File: src/rtl/axi4_lite_reg_slave_pkg.sv
// Shared types for the AXI4-Lite register slave: response codes, register
// indices, channel FSM states and the byte-strobe merge helper.
package axi4_lite_pkg;

    typedef logic [1:0] resp_t;

    localparam resp_t RESP_OKAY   = 2'b00;
    localparam resp_t RESP_EXOKAY = 2'b01;
    localparam resp_t RESP_SLVERR = 2'b10;
    localparam resp_t RESP_DECERR = 2'b11;

    typedef enum logic [1:0] {
        REG0 = 2'd0,
        REG1 = 2'd1,
        REG2 = 2'd2,
        SUM  = 2'd3
    } reg_idx_t;

    typedef enum logic [2:0] {
        W_IDLE,
        W_WAIT_DATA,
        W_WAIT_ADDR,
        W_COMMIT,
        W_RESP
    } write_state_t;

    typedef enum logic {
        R_IDLE,
        R_RESP
    } read_state_t;

    function automatic logic [31:0] strb_merge(input logic [31:0] old_v,
                                               input logic [31:0] new_v,
                                               input logic [3:0]  strb);
        logic [31:0] merged;
        merged = old_v;
        for (int i = 0; i < 4; i++) begin
            if (strb[i]) merged[8*i +: 8] = new_v[8*i +: 8];
        end
        return merged;
    endfunction

endpackage

File: src/rtl/axi4_lite_reg_slave_if.sv
// AXI4-Lite bus bundle between the register slave and its master.
interface axi4_lite_reg_slave_if #(parameter int ADDR_W = 32);

    logic [ADDR_W-1:0] s_axi_awaddr;
    logic [2:0]        s_axi_awprot;
    logic              s_axi_awvalid;
    logic              s_axi_awready;
    logic [31:0]       s_axi_wdata;
    logic [3:0]        s_axi_wstrb;
    logic              s_axi_wvalid;
    logic              s_axi_wready;
    logic [1:0]        s_axi_bresp;
    logic              s_axi_bvalid;
    logic              s_axi_bready;
    logic [ADDR_W-1:0] s_axi_araddr;
    logic [2:0]        s_axi_arprot;
    logic              s_axi_arvalid;
    logic              s_axi_arready;
    logic [31:0]       s_axi_rdata;
    logic [1:0]        s_axi_rresp;
    logic              s_axi_rvalid;
    logic              s_axi_rready;

    modport slave (
        input  s_axi_awaddr, s_axi_awprot, s_axi_awvalid,
        input  s_axi_wdata, s_axi_wstrb, s_axi_wvalid,
        input  s_axi_bready,
        input  s_axi_araddr, s_axi_arprot, s_axi_arvalid,
        input  s_axi_rready,
        output s_axi_awready, s_axi_wready,
        output s_axi_bresp, s_axi_bvalid,
        output s_axi_arready,
        output s_axi_rdata, s_axi_rresp, s_axi_rvalid
    );

    modport master (
        output s_axi_awaddr, s_axi_awprot, s_axi_awvalid,
        output s_axi_wdata, s_axi_wstrb, s_axi_wvalid,
        output s_axi_bready,
        output s_axi_araddr, s_axi_arprot, s_axi_arvalid,
        output s_axi_rready,
        input  s_axi_awready, s_axi_wready,
        input  s_axi_bresp, s_axi_bvalid,
        input  s_axi_arready,
        input  s_axi_rdata, s_axi_rresp, s_axi_rvalid
    );

endinterface

File: src/rtl/axi4_lite_reg_slave_reg_bank.sv
// Three RW registers with byte-strobed write port and a combinational read
// port; index SUM reads the 32-bit wrapping sum of the three registers.
module axi4_lite_reg_bank
    import axi4_lite_pkg::*;
(
    input  logic        aclk,
    input  logic        aresetn,
    input  logic        wr_en_i,
    input  reg_idx_t    wr_idx_i,
    input  logic [31:0] wr_data_i,
    input  logic [3:0]  wr_strb_i,
    input  reg_idx_t    rd_idx_i,
    output logic [31:0] rd_data_o
);

    logic [31:0] regs_q [3];
    logic [31:0] sum;

    // NOTE: the register file is small enough to reset every entry; a larger
    // RAM-backed bank would be left unreset and initialised by software.
    always_ff @(posedge aclk or negedge aresetn) begin
        if (!aresetn) begin
            for (int i = 0; i < 3; i++) regs_q[i] <= '0;
        end else begin
            for (int i = 0; i < 3; i++) begin
                // NOTE: non-blocking so a same-edge read of this register
                // still sees the pre-write value.
                if (wr_en_i && wr_idx_i == reg_idx_t'(2'(i)))
                    regs_q[i] <= strb_merge(regs_q[i], wr_data_i, wr_strb_i);
            end
        end
    end

    assign sum = regs_q[0] + regs_q[1] + regs_q[2];

    always_comb begin
        // NOTE: default first so no path through the case leaves a latch.
        rd_data_o = '0;
        case (rd_idx_i)
            REG0: rd_data_o = regs_q[0];
            REG1: rd_data_o = regs_q[1];
            REG2: rd_data_o = regs_q[2];
            SUM:  rd_data_o = sum;
            default: rd_data_o = '0;
        endcase
    end

endmodule

File: src/rtl/axi4_lite_reg_slave.sv
// AXI4-Lite register slave: independent write and read channel FSMs in front
// of the register bank, one outstanding transaction per direction.
module axi4_lite_reg_slave
    import axi4_lite_pkg::*;
#(
    parameter int ADDR_W = 32,
    parameter int DATA_W = 32
) (
    input  logic                 aclk,
    input  logic                 aresetn,
    axi4_lite_reg_slave_if.slave s_axi
);

    write_state_t      w_state_q;
    logic              awready_q, wready_q, bvalid_q;
    resp_t             bresp_q;
    reg_idx_t          aw_idx_q;
    logic              aw_decerr_q;
    logic [DATA_W-1:0] wdata_q;
    logic [3:0]        wstrb_q;

    read_state_t r_state_q;
    logic        arready_q, rvalid_q;
    resp_t       rresp_q;
    logic [31:0] rdata_q;

    logic        aw_hs, w_hs, ar_hs, ar_decerr, bank_wr_en;
    resp_t       wr_resp;
    reg_idx_t    rd_idx;
    logic [31:0] bank_rd_data;
    logic        unused_ok;

    assign aw_hs     = s_axi.s_axi_awvalid && awready_q;
    assign w_hs      = s_axi.s_axi_wvalid && wready_q;
    assign ar_hs     = s_axi.s_axi_arvalid && arready_q;
    assign rd_idx    = reg_idx_t'(s_axi.s_axi_araddr[3:2]);
    assign ar_decerr = |s_axi.s_axi_araddr[ADDR_W-1:4];

    assign wr_resp    = aw_decerr_q ? RESP_DECERR : (aw_idx_q == SUM) ? RESP_SLVERR : RESP_OKAY;
    assign bank_wr_en = (w_state_q == W_COMMIT) && (wr_resp == RESP_OKAY);

    axi4_lite_reg_bank u_bank (
        .aclk      (aclk),
        .aresetn   (aresetn),
        .wr_en_i   (bank_wr_en),
        .wr_idx_i  (aw_idx_q),
        .wr_data_i (wdata_q),
        .wr_strb_i (wstrb_q),
        .rd_idx_i  (rd_idx),
        .rd_data_o (bank_rd_data)
    );

    // Readies come up on the first edge after reset via the W_IDLE default.
    always_ff @(posedge aclk or negedge aresetn) begin
        if (!aresetn) begin
            w_state_q   <= W_IDLE;
            awready_q   <= 1'b0;
            wready_q    <= 1'b0;
            bvalid_q    <= 1'b0;
            bresp_q     <= RESP_OKAY;
            aw_idx_q    <= REG0;
            aw_decerr_q <= 1'b0;
            wdata_q     <= '0;
            wstrb_q     <= '0;
        end else begin
            if (aw_hs) begin
                aw_idx_q    <= reg_idx_t'(s_axi.s_axi_awaddr[3:2]);
                aw_decerr_q <= |s_axi.s_axi_awaddr[ADDR_W-1:4];
            end
            if (w_hs) begin
                wdata_q <= s_axi.s_axi_wdata;
                wstrb_q <= s_axi.s_axi_wstrb;
            end
            case (w_state_q)
                W_IDLE: begin
                    awready_q <= 1'b1;
                    wready_q  <= 1'b1;
                    if (aw_hs && w_hs) begin
                        awready_q <= 1'b0;
                        wready_q  <= 1'b0;
                        w_state_q <= W_COMMIT;
                    end else if (aw_hs) begin
                        awready_q <= 1'b0;
                        w_state_q <= W_WAIT_DATA;
                    end else if (w_hs) begin
                        wready_q  <= 1'b0;
                        w_state_q <= W_WAIT_ADDR;
                    end
                end
                W_WAIT_DATA: if (w_hs) begin
                    wready_q  <= 1'b0;
                    w_state_q <= W_COMMIT;
                end
                W_WAIT_ADDR: if (aw_hs) begin
                    awready_q <= 1'b0;
                    w_state_q <= W_COMMIT;
                end
                W_COMMIT: begin
                    bvalid_q  <= 1'b1;
                    bresp_q   <= wr_resp;
                    w_state_q <= W_RESP;
                end
                W_RESP: if (s_axi.s_axi_bready) begin
                    bvalid_q  <= 1'b0;
                    awready_q <= 1'b1;
                    wready_q  <= 1'b1;
                    w_state_q <= W_IDLE;
                end
                default: w_state_q <= W_IDLE;
            endcase
        end
    end

    always_ff @(posedge aclk or negedge aresetn) begin
        if (!aresetn) begin
            r_state_q <= R_IDLE;
            arready_q <= 1'b0;
            rvalid_q  <= 1'b0;
            rresp_q   <= RESP_OKAY;
            rdata_q   <= '0;
        end else begin
            case (r_state_q)
                R_IDLE: begin
                    arready_q <= 1'b1;
                    if (ar_hs) begin
                        arready_q <= 1'b0;
                        rvalid_q  <= 1'b1;
                        rdata_q   <= ar_decerr ? 32'h0 : bank_rd_data;
                        rresp_q   <= ar_decerr ? RESP_DECERR : RESP_OKAY;
                        r_state_q <= R_RESP;
                    end
                end
                R_RESP: if (s_axi.s_axi_rready) begin
                    rvalid_q  <= 1'b0;
                    arready_q <= 1'b1;
                    r_state_q <= R_IDLE;
                end
                default: r_state_q <= R_IDLE;
            endcase
        end
    end

    assign s_axi.s_axi_awready = awready_q;
    assign s_axi.s_axi_wready  = wready_q;
    assign s_axi.s_axi_bvalid  = bvalid_q;
    assign s_axi.s_axi_bresp   = bresp_q;
    assign s_axi.s_axi_arready = arready_q;
    assign s_axi.s_axi_rvalid  = rvalid_q;
    assign s_axi.s_axi_rresp   = rresp_q;
    assign s_axi.s_axi_rdata   = rdata_q;

    // Protection bits and the byte offset within a word carry no meaning here.
    assign unused_ok = ^{s_axi.s_axi_awprot, s_axi.s_axi_arprot,
                         s_axi.s_axi_awaddr[1:0], s_axi.s_axi_araddr[1:0]};

endmodule

File: src/flat_wrapper.sv
// flat-port wrapper written by rule: the top's interface ports become plain ports
module axi4_lite_reg_slave_flat import axi4_lite_pkg::*;
#(
    parameter int ADDR_W = 32,
    parameter int DATA_W = 32
)
  (aclk, aresetn, s_axi_s_axi_awaddr, s_axi_s_axi_awprot, s_axi_s_axi_awvalid, s_axi_s_axi_wdata, s_axi_s_axi_wstrb, s_axi_s_axi_wvalid, s_axi_s_axi_bready, s_axi_s_axi_araddr, s_axi_s_axi_arprot, s_axi_s_axi_arvalid, s_axi_s_axi_rready, s_axi_s_axi_awready, s_axi_s_axi_wready, s_axi_s_axi_bresp, s_axi_s_axi_bvalid, s_axi_s_axi_arready, s_axi_s_axi_rdata, s_axi_s_axi_rresp, s_axi_s_axi_rvalid);
  axi4_lite_reg_slave_if #(.ADDR_W(ADDR_W)) s_axi_i ();
  input  logic aclk;
  input  logic aresetn;
  input wire logic [$bits(s_axi_i.s_axi_awaddr)-1:0] s_axi_s_axi_awaddr;
  input wire logic [$bits(s_axi_i.s_axi_awprot)-1:0] s_axi_s_axi_awprot;
  input wire logic [$bits(s_axi_i.s_axi_awvalid)-1:0] s_axi_s_axi_awvalid;
  input wire logic [$bits(s_axi_i.s_axi_wdata)-1:0] s_axi_s_axi_wdata;
  input wire logic [$bits(s_axi_i.s_axi_wstrb)-1:0] s_axi_s_axi_wstrb;
  input wire logic [$bits(s_axi_i.s_axi_wvalid)-1:0] s_axi_s_axi_wvalid;
  input wire logic [$bits(s_axi_i.s_axi_bready)-1:0] s_axi_s_axi_bready;
  input wire logic [$bits(s_axi_i.s_axi_araddr)-1:0] s_axi_s_axi_araddr;
  input wire logic [$bits(s_axi_i.s_axi_arprot)-1:0] s_axi_s_axi_arprot;
  input wire logic [$bits(s_axi_i.s_axi_arvalid)-1:0] s_axi_s_axi_arvalid;
  input wire logic [$bits(s_axi_i.s_axi_rready)-1:0] s_axi_s_axi_rready;
  output wire logic [$bits(s_axi_i.s_axi_awready)-1:0] s_axi_s_axi_awready;
  output wire logic [$bits(s_axi_i.s_axi_wready)-1:0] s_axi_s_axi_wready;
  output wire logic [$bits(s_axi_i.s_axi_bresp)-1:0] s_axi_s_axi_bresp;
  output wire logic [$bits(s_axi_i.s_axi_bvalid)-1:0] s_axi_s_axi_bvalid;
  output wire logic [$bits(s_axi_i.s_axi_arready)-1:0] s_axi_s_axi_arready;
  output wire logic [$bits(s_axi_i.s_axi_rdata)-1:0] s_axi_s_axi_rdata;
  output wire logic [$bits(s_axi_i.s_axi_rresp)-1:0] s_axi_s_axi_rresp;
  output wire logic [$bits(s_axi_i.s_axi_rvalid)-1:0] s_axi_s_axi_rvalid;
  assign s_axi_i.s_axi_awaddr = s_axi_s_axi_awaddr;
  assign s_axi_i.s_axi_awprot = s_axi_s_axi_awprot;
  assign s_axi_i.s_axi_awvalid = s_axi_s_axi_awvalid;
  assign s_axi_i.s_axi_wdata = s_axi_s_axi_wdata;
  assign s_axi_i.s_axi_wstrb = s_axi_s_axi_wstrb;
  assign s_axi_i.s_axi_wvalid = s_axi_s_axi_wvalid;
  assign s_axi_i.s_axi_bready = s_axi_s_axi_bready;
  assign s_axi_i.s_axi_araddr = s_axi_s_axi_araddr;
  assign s_axi_i.s_axi_arprot = s_axi_s_axi_arprot;
  assign s_axi_i.s_axi_arvalid = s_axi_s_axi_arvalid;
  assign s_axi_i.s_axi_rready = s_axi_s_axi_rready;
  assign s_axi_s_axi_awready = s_axi_i.s_axi_awready;
  assign s_axi_s_axi_wready = s_axi_i.s_axi_wready;
  assign s_axi_s_axi_bresp = s_axi_i.s_axi_bresp;
  assign s_axi_s_axi_bvalid = s_axi_i.s_axi_bvalid;
  assign s_axi_s_axi_arready = s_axi_i.s_axi_arready;
  assign s_axi_s_axi_rdata = s_axi_i.s_axi_rdata;
  assign s_axi_s_axi_rresp = s_axi_i.s_axi_rresp;
  assign s_axi_s_axi_rvalid = s_axi_i.s_axi_rvalid;
  axi4_lite_reg_slave #(.ADDR_W(ADDR_W), .DATA_W(DATA_W)) u_core (.aclk(aclk), .aresetn(aresetn), .s_axi(s_axi_i));
endmodule
File: config.mk
export PLATFORM = sky130hd
export DESIGN_NAME = axi4_lite_reg_slave_flat
export DESIGN_NICKNAME = d
export VERILOG_FILES = /design/src/rtl/axi4_lite_reg_slave_pkg.sv /design/src/rtl/axi4_lite_reg_slave_if.sv /design/src/rtl/axi4_lite_reg_slave_reg_bank.sv /design/src/rtl/axi4_lite_reg_slave.sv /design/src/flat_wrapper.sv
export SDC_FILE = /design/constraint.sdc
export NUM_CORES = 1
export LEC_CHECK = 0
export CAP_MARGIN = 30
export CELL_PAD_IN_SITES_DETAIL_PLACEMENT = 1
export CELL_PAD_IN_SITES_GLOBAL_PLACEMENT = 1
export CORE_ASPECT_RATIO = 1.75
export CORE_MARGIN = 2
export CORE_UTILIZATION = 35
export DETAILED_ROUTE_END_ITERATION = 16
export PLACE_DENSITY = 0.71
export RECOVER_POWER = 50
export SLEW_MARGIN = 10
export SYNTH_ARGS = -nofsm -noshare
export SYNTH_HDL_FRONTEND = slang
export SYNTH_HIERARCHICAL = 1
export SYNTH_SLANG_ARGS = --single-unit
export TNS_END_PERCENT = 10
File: constraint.sdc
create_clock -name aclk -period 3.9 [get_ports aclk]
set_input_delay 1.17 -clock aclk [delete_from_list [all_inputs] [get_ports aclk]]
set_output_delay 1.17 -clock aclk [all_outputs]
set_load 0.01 [all_outputs]
Yosys cells after proc, flatten, opt, wreduce, memory -nomap -nowiden. Index checks and enable logic that the tools add are counted.

Output and inout bits: 41. Logic and storage cells: 113. Input bits: 113. Bits in registers: 180.

Muxes and demuxes: 33. Reduce and logical (&&, ||, !) cells: 35. Equal/unequal tests: 16. Bitwise gates (word level): 1. Add/sub/neg operators: 2.

Operators with widths (number): case mux 32 bit (4 select lines) (1); adder 32 bit (2); OR reduction 28 bit (2); 2-to-1 mux 32 bit (1); AND reduction 2 bit (15); 2-to-1 mux 3 bit (6); 2-to-1 mux 1 bit (15); case mux 3 bit (5 select lines) (1); equality test 2 bit (second input constant) (4); logical AND 1 bit (8); case mux 1 bit (2 select lines) (4); equality test 3 x 2 -> 1 bit (second input constant) (2); logical NOT 2 bit (3); 2-to-1 mux 2 bit (3); inequality test 2 x 1 -> 1 bit (second input constant) (3); case mux 1 bit (3 select lines) (2); AND reduction 3 bit (2); nonzero test 3 bit (2); equality test 2 x 1 -> 1 bit (second input constant) (2); inequality test 2 bit (second input constant) (2); inequality test 4 x 1 -> 1 bit (second input constant) (1); AND reduction 4 bit (1); equality test 3 x 1 -> 1 bit (second input constant) (1); equality test 3 bit (second input constant) (1); other kinds (3) (3).

Logic depth before layout (Yosys ltp).
Word-level depth: 7. Gate-level depth with buffers: 13. Gate-level depth less buffers: 13.

Cells and area by module. The synthesis kept the hierarchy.

Modules (own cells, without submodules): axi4_lite_reg_bank (seq. area each 2402.3 um2, cells an instance 553, area an instance 6696.4 um2, times used 1); axi4_lite_reg_slave (seq. area each 2077.0 um2, cells an instance 297, area an instance 3727.3 um2, times used 1).

Worst setup path after synthesis. OpenSTA, ideal clock, no wires.

Path type: reg-to-reg. From: register u_core/u_bank/regs_q[1] (netlist bit). To: register u_core.rdata_q[23], in the netlist u_core/s_axi.s_axi_rdata[23]. Library setup time: 0.126 ns. Buffers on the path: 0. Arrival time: 3.170 ns. Data required time: 3.774 ns. Stages on the path, launching flop included: 14. Setup slack: 0.604 ns. Clock period less this slack: 3.296 ns. Path through: dfrtp_1 fa_1 ha_1 fa_1 a211oi_1 o21bai_1 o21ai_2 o211ai_1 a31oi_1 o21ai_1 xor2_1 mux4_2 nand4_1 o31ai_2.

Word-level cells in the longest chain between the ends: 3.

Ends and longest elaborated chain: start, declared (line axi4_lite_reg_slave_reg_bank.sv:16) `logic [31:0] regs_q [3];`; start signal, assigned by index (line axi4_lite_reg_slave_reg_bank.sv:29) `regs_q[i] <= strb_merge(regs_q[i], wr_data_i, wr_strb_i);`; adder 32 bit (line axi4_lite_reg_slave_reg_bank.sv:34) `assign sum = regs_q[0] + regs_q[1] + regs_q[2];`; case mux 32 bit (4 select lines) (line axi4_lite_reg_slave_reg_bank.sv:39) `case (rd_idx_i)`; via u_core.bank_rd_data[23] (line axi4_lite_reg_slave.sv:30) `logic [31:0] bank_rd_data;`; 2-to-1 mux 32 bit (line axi4_lite_reg_slave.sv:128) `rdata_q <= ar_decerr ? 32'h0 : bank_rd_data;`; end signal, assigned (line axi4_lite_reg_slave.sv:128); end, declared (line axi4_lite_reg_slave.sv:25) `logic [31:0] rdata_q;`.

The timed path passes the listed nets, and every way through them passes these cells. A chain may end at the register's enable or synchronous reset.

Worst setup path after layout. Same ends and word-level chain as after synthesis.

==> tab_implementation.tex <==
\begin{tabular}{lr}
\hline
Metric & Value \\
\hline
\multicolumn{2}{l}{\textbf{Clocking}} \\
Clk sinks & 179 \\
Clock tree root buffer cell & sky130\_fd\_sc\_hd\_\_clkbuf\_16 \\
CTS hold repair buffers & 0 \\
Longest Clk Path Bufs & 2 \\
Clock-pin slew on the worst setup and hold paths & 0.07 ns \\
Clock tree from TritonCTS & built \\
CTS buffer count & 17 \\
Later-pin clock latency in the skew report & 0.45 ns \\
Depth of the CTS H-tree & 4 \\
\multicolumn{2}{l}{\textbf{Synth}} \\
Avg Cell Area, Syn & 12.3 sq um \\
Share of Yosys cell area claimed by the top area cell type & a little over two fifths \\
Number of synthesized flops with an enable pin & 0 \\
Gate count of the mapped netlist & 850 \\
Prevailing post-synth register cell & sky130\_fd\_sc\_hd\_\_dfrtp\_1 \\
Top post-synthesis cells by area & sky130\_fd\_sc\_hd\_\_dfrtp\_1, sky130\_fd\_sc\_hd\_\_mux2\_2, sky130\_fd\_sc\_hd\_\_fa\_1, sky130\_fd\_sc\_hd\_\_o31ai\_2, sky130\_fd\_sc\_hd\_\_mux4\_2 \\
Number of synthesized register bits & 179 \\
Area of the mapped netlist & 0.0104 sq mm \\
Part of the Yosys area used for sequential elements & 43.0\% \\
Number of different library cells in the post-synthesis netlist & 65 \\
Fraction of synthesis flops using an asynchronous set or reset pin & 100\% \\
Syn Nets & 1025 \\
YS warnings & 6 \\
Cell accounting for the most synthesized area & sky130\_fd\_sc\_hd\_\_dfrtp\_1 \\
\multicolumn{2}{l}{\textbf{Status}} \\
Outcome & finished with violations \\
Failing checks & capacitance limit, slew limit \\
\multicolumn{2}{l}{\textbf{Critical path}} \\
Worst-path fanout max & 3 \\
Endpoint kind of the worst setup timing path & flop \\
CP delay by family, top & compound AO/OA/AOI/OAI gates \\
WP buf/inv & 0 \\
Slowest cell on the critical path & sky130\_fd\_sc\_hd\_\_fa\_1 \\
WP data required & 4.21 ns \\
Critical path class & flop to flop \\
Critical path data arrival time & between 4 and 5 ns \\
Critical Path Start Type & flop \\
Critical path's largest stage delay & 0.49 ns \\
Critical path, cell by cell & fa\_1, ha\_1, fa\_2, a211oi\_2, o21bai\_1, o21ai\_2, o211ai\_1, a31oi\_2, o21ai\_1, xor2\_1, mux4\_2, nand4\_1, o31ai\_2 \\
\multicolumn{2}{l}{\textbf{Power and ir drop}} \\
Switching power share of the total & 28.7\% \\
Share of power burned in combinational logic & about 17\% \\
Power dissipated by switching net loads & 1400 uW \\
Flop pwr share & about half \\
Clk network pwr share & 34.5\% \\
Power Internal & 3460 uW \\
Highest ir drop seen on vdd & 368 uV \\
Total power per unit cell area & 380 mW/mm\^{}2 \\
Leakage Power & 0.00569 uW \\
\multicolumn{2}{l}{\textbf{Die}} \\
Core outline area & roughly 0.029 sq mm \\
Cell Rows & 83 \\
Die Ht & 232 um \\
Starting Density & a little over a third \\
Number of ports placed on the die boundary & 154 \\
Area of the die & 0.0312 sq mm \\
Die width & 134 um \\
\multicolumn{2}{l}{\textbf{Route}} \\
DRT Pass-1 Iters & 4 \\
Routed wire length per instance & 20.4 um \\
M1 WL & 10.6 mm \\
Initial DRC Count & between 200 and 250 \\
Drt drc & 0 \\
Detailed-route via count & around 7.5k \\
Met2 wire length & 15.7 mm \\
Via-to-Cell Ratio & 5.45 \\
Met3 WL & roughly 1.1 mm \\
Total detailed-routing wirelength & 28.1 mm \\
Highest metal layer with signal wires & met4 \\
Post-route antenna net violation count & 0 \\
\multicolumn{2}{l}{\textbf{STA}} \\
Achievable frequency & 270 MHz \\
Final number of max-transition violations & 76 \\
Setup\_tns & 0 ns \\
Transition time at the pin with the least slew margin & 1.87 ns \\
Final setup viols & 0 \\
Final min period & $\sim$3.7 ns \\
Max-slew headroom & -24.8\% \\
Count of endpoints failing hold in the final timing report & 0 \\
Setup repair after global routing missed its margin & no \\
Minimum setup slack in the final design & a little under 0.2 ns \\
Setup skew after layout & 0.0106 ns \\
Tcrit/Tclk final & 95.0\% \\
\multicolumn{2}{l}{\textbf{Global routing}} \\
Global router's overall resource usage & between 10\% and 20\% \\
Number of antenna violations at the first check in global routing & 0 \\
First-pass GRT wire length & 45.5 mm \\
Largest net degree at the start of global routing & 76 \\
Remaining global-route overflow & 0 \\
Vias in the first global route & 8305 \\
\multicolumn{2}{l}{\textbf{Flow run}} \\
Number of maximum-capacitance constraint violations & 1 \\
\multicolumn{2}{l}{\textbf{Layout}} \\
Nets & around 1.2k \\
Fraction of layout instances using a drive strength above 1 & 27.4\% \\
Most common cell after layout, fill and taps aside & sky130\_fd\_sc\_hd\_\_dfrtp\_1 \\
Most frequent cells in the layout & sky130\_fd\_sc\_hd\_\_dfrtp\_1, sky130\_fd\_sc\_hd\_\_mux2\_2, sky130\_fd\_sc\_hd\_\_clkdlybuf4s50\_1 \\
Area growth from synthesis to final layout & 22.7\% \\
Diode count & 0 \\
\multicolumn{2}{l}{\textbf{Place}} \\
Pre-CTS worst setup slack & between 0.09 and 0.1 ns \\
Total half-perimeter wirelength after legalization and detailed placement & 21.1 mm \\
Final RePlAce weighted congestion & a little under 0.9 \\
Count of buffers inserted at the top-level ports & 143 \\
\multicolumn{2}{l}{\textbf{Hold path}} \\
Class of the tightest hold or removal check & flop to flop \\
\hline
\end{tabular}
-- flip-flops by register name, indices dropped and copies added (netlist names), 2 cells and up --
register and count:
u_core/w_state_q 3, u_core/s_axi.s_axi_bresp 2, u_core/wstrb_q 4, u_core/u_bank/regs_q 96, u_core/wdata_q 32, u_core/s_axi.s_axi_rdata 32, u_core/aw_idx_q 2
-- stage by stage --
step / util [%] / instances / hold WS, ns / total power, uW / cell area (sq um)
floorplan: - / 850 / 0.467 / 2790 / 10400
global placement: 41.7 / 1343 / 0.460 / 3180 / 12200
detailed placement: 41.8 / 1344 / 0.474 / 3240 / 12200
CTS: 43.8 / 1376 / 0.489 / 4940 / 12800
global route: 43.7 / 1377 / 0.509 / 5100 / 12800
finish: 43.7 / 1377 / 0.483 / 4860 / 12800
-- per-layer routing --
| metal | track usage (%) | vias up |
|---|---|---|
| met1 | 20.5 | 3877 |
| met3 | 3.58 | 38 |
| met2 | 36.1 | 164 |
| met4 | 6.45 | 0 |
| li1 | - | 3424 |
| met5 | 0 | - |
-- synthesized netlist by cell type, drive strengths merged, types with 4 or more instances --
master    n
a21o     10
a21oi    51
a31oi     5
and2      6
buf      22
clkbuf   26
dfrtp   179
fa       32
ha       30
inv       5
mux2    151
mux2i     4
mux4     18
nand2    73
nand3     8
nand4    40
nor2     26
nor2b     6
nor4     15
o211ai    5
o21ai    21
o21bai    4
o22ai    13
o31ai    35
xnor2    17
xor2     12
-- cell families after synthesis --
family                   Yosys count  synth area share, %
AO/OA/AOI/OAI                    159                 11.4
XOR/XNOR                          29                 2.44
flip-flops                       179                 43.0
AND/OR/NAND/NOR                  193                 9.83
adder cells (fa/ha/maj)           62                 9.75
buffers and inverters             55                 2.96
multiplexers                     173                 20.6
-- power by group through the flow --
stage / clock network (uW) / registers [uW] / logic [uW]
3_3_place_gp: 0 / 2380 / 797
6_report: 1680 / 2350 / 827
2_1_floorplan: 0 / 2290 / 497
4_1_cts: 1730 / 2360 / 847
5_1_grt: 1800 / 2410 / 900
3_5_place_dp: 0 / 2390 / 841
-- worst paths after layout --
check | startpoint | endpoint | slack (ns) | cells past startpoint
min in group asynchronous | aresetn | u_core/wdata_q[25] | 1.23 | 1
max reg2reg | u_core/u_bank/regs_q[1] | u_core/s_axi.s_axi_rdata[23] | 0.19 | 13
max | u_core/u_bank/regs_q[1] | u_core/s_axi.s_axi_rdata[23] | 0.19 | 13
min | u_core/s_axi.s_axi_rdata[20] | u_core/s_axi.s_axi_rdata[20] | 0.48 | 2
min reg2reg | u_core/s_axi.s_axi_rdata[20] | u_core/s_axi.s_axi_rdata[20] | 0.48 | 2
max in group asynchronous | aresetn | u_core/u_bank/regs_q[77] | 0.69 | 2
-- cell type report --
| cell class | count | area, sq um |
|---|---|---|
| Inverter | 5 | 18.8 |
| Tap cell | 382 | 478 |
| Clock inverter | 11 | 100 |
| Clock buffer | 21 | 470 |
| Timing Repair Buffer | 163 | 1600 |
| Multi-Input combinational cell | 616 | 5650 |
| Sequential cell | 179 | 4480 |
| Fill cell | 3098 | 16500 |
-- timing repair --
action,CTS,global route
resized for setup,0,3
buffers inserted,0,1
setup endpoints to repair,0,2
-- tightest hold or removal path: cells and delay by family, from the launching register on --
kind | cells | cell delay [ns]
DFF | 1 | 0.34
AOI/OAI and AO/OA | 1 | 0.05
and+or+nand+nor | 1 | 0.06
No activity file was read; power rests on OpenSTA's default activity.
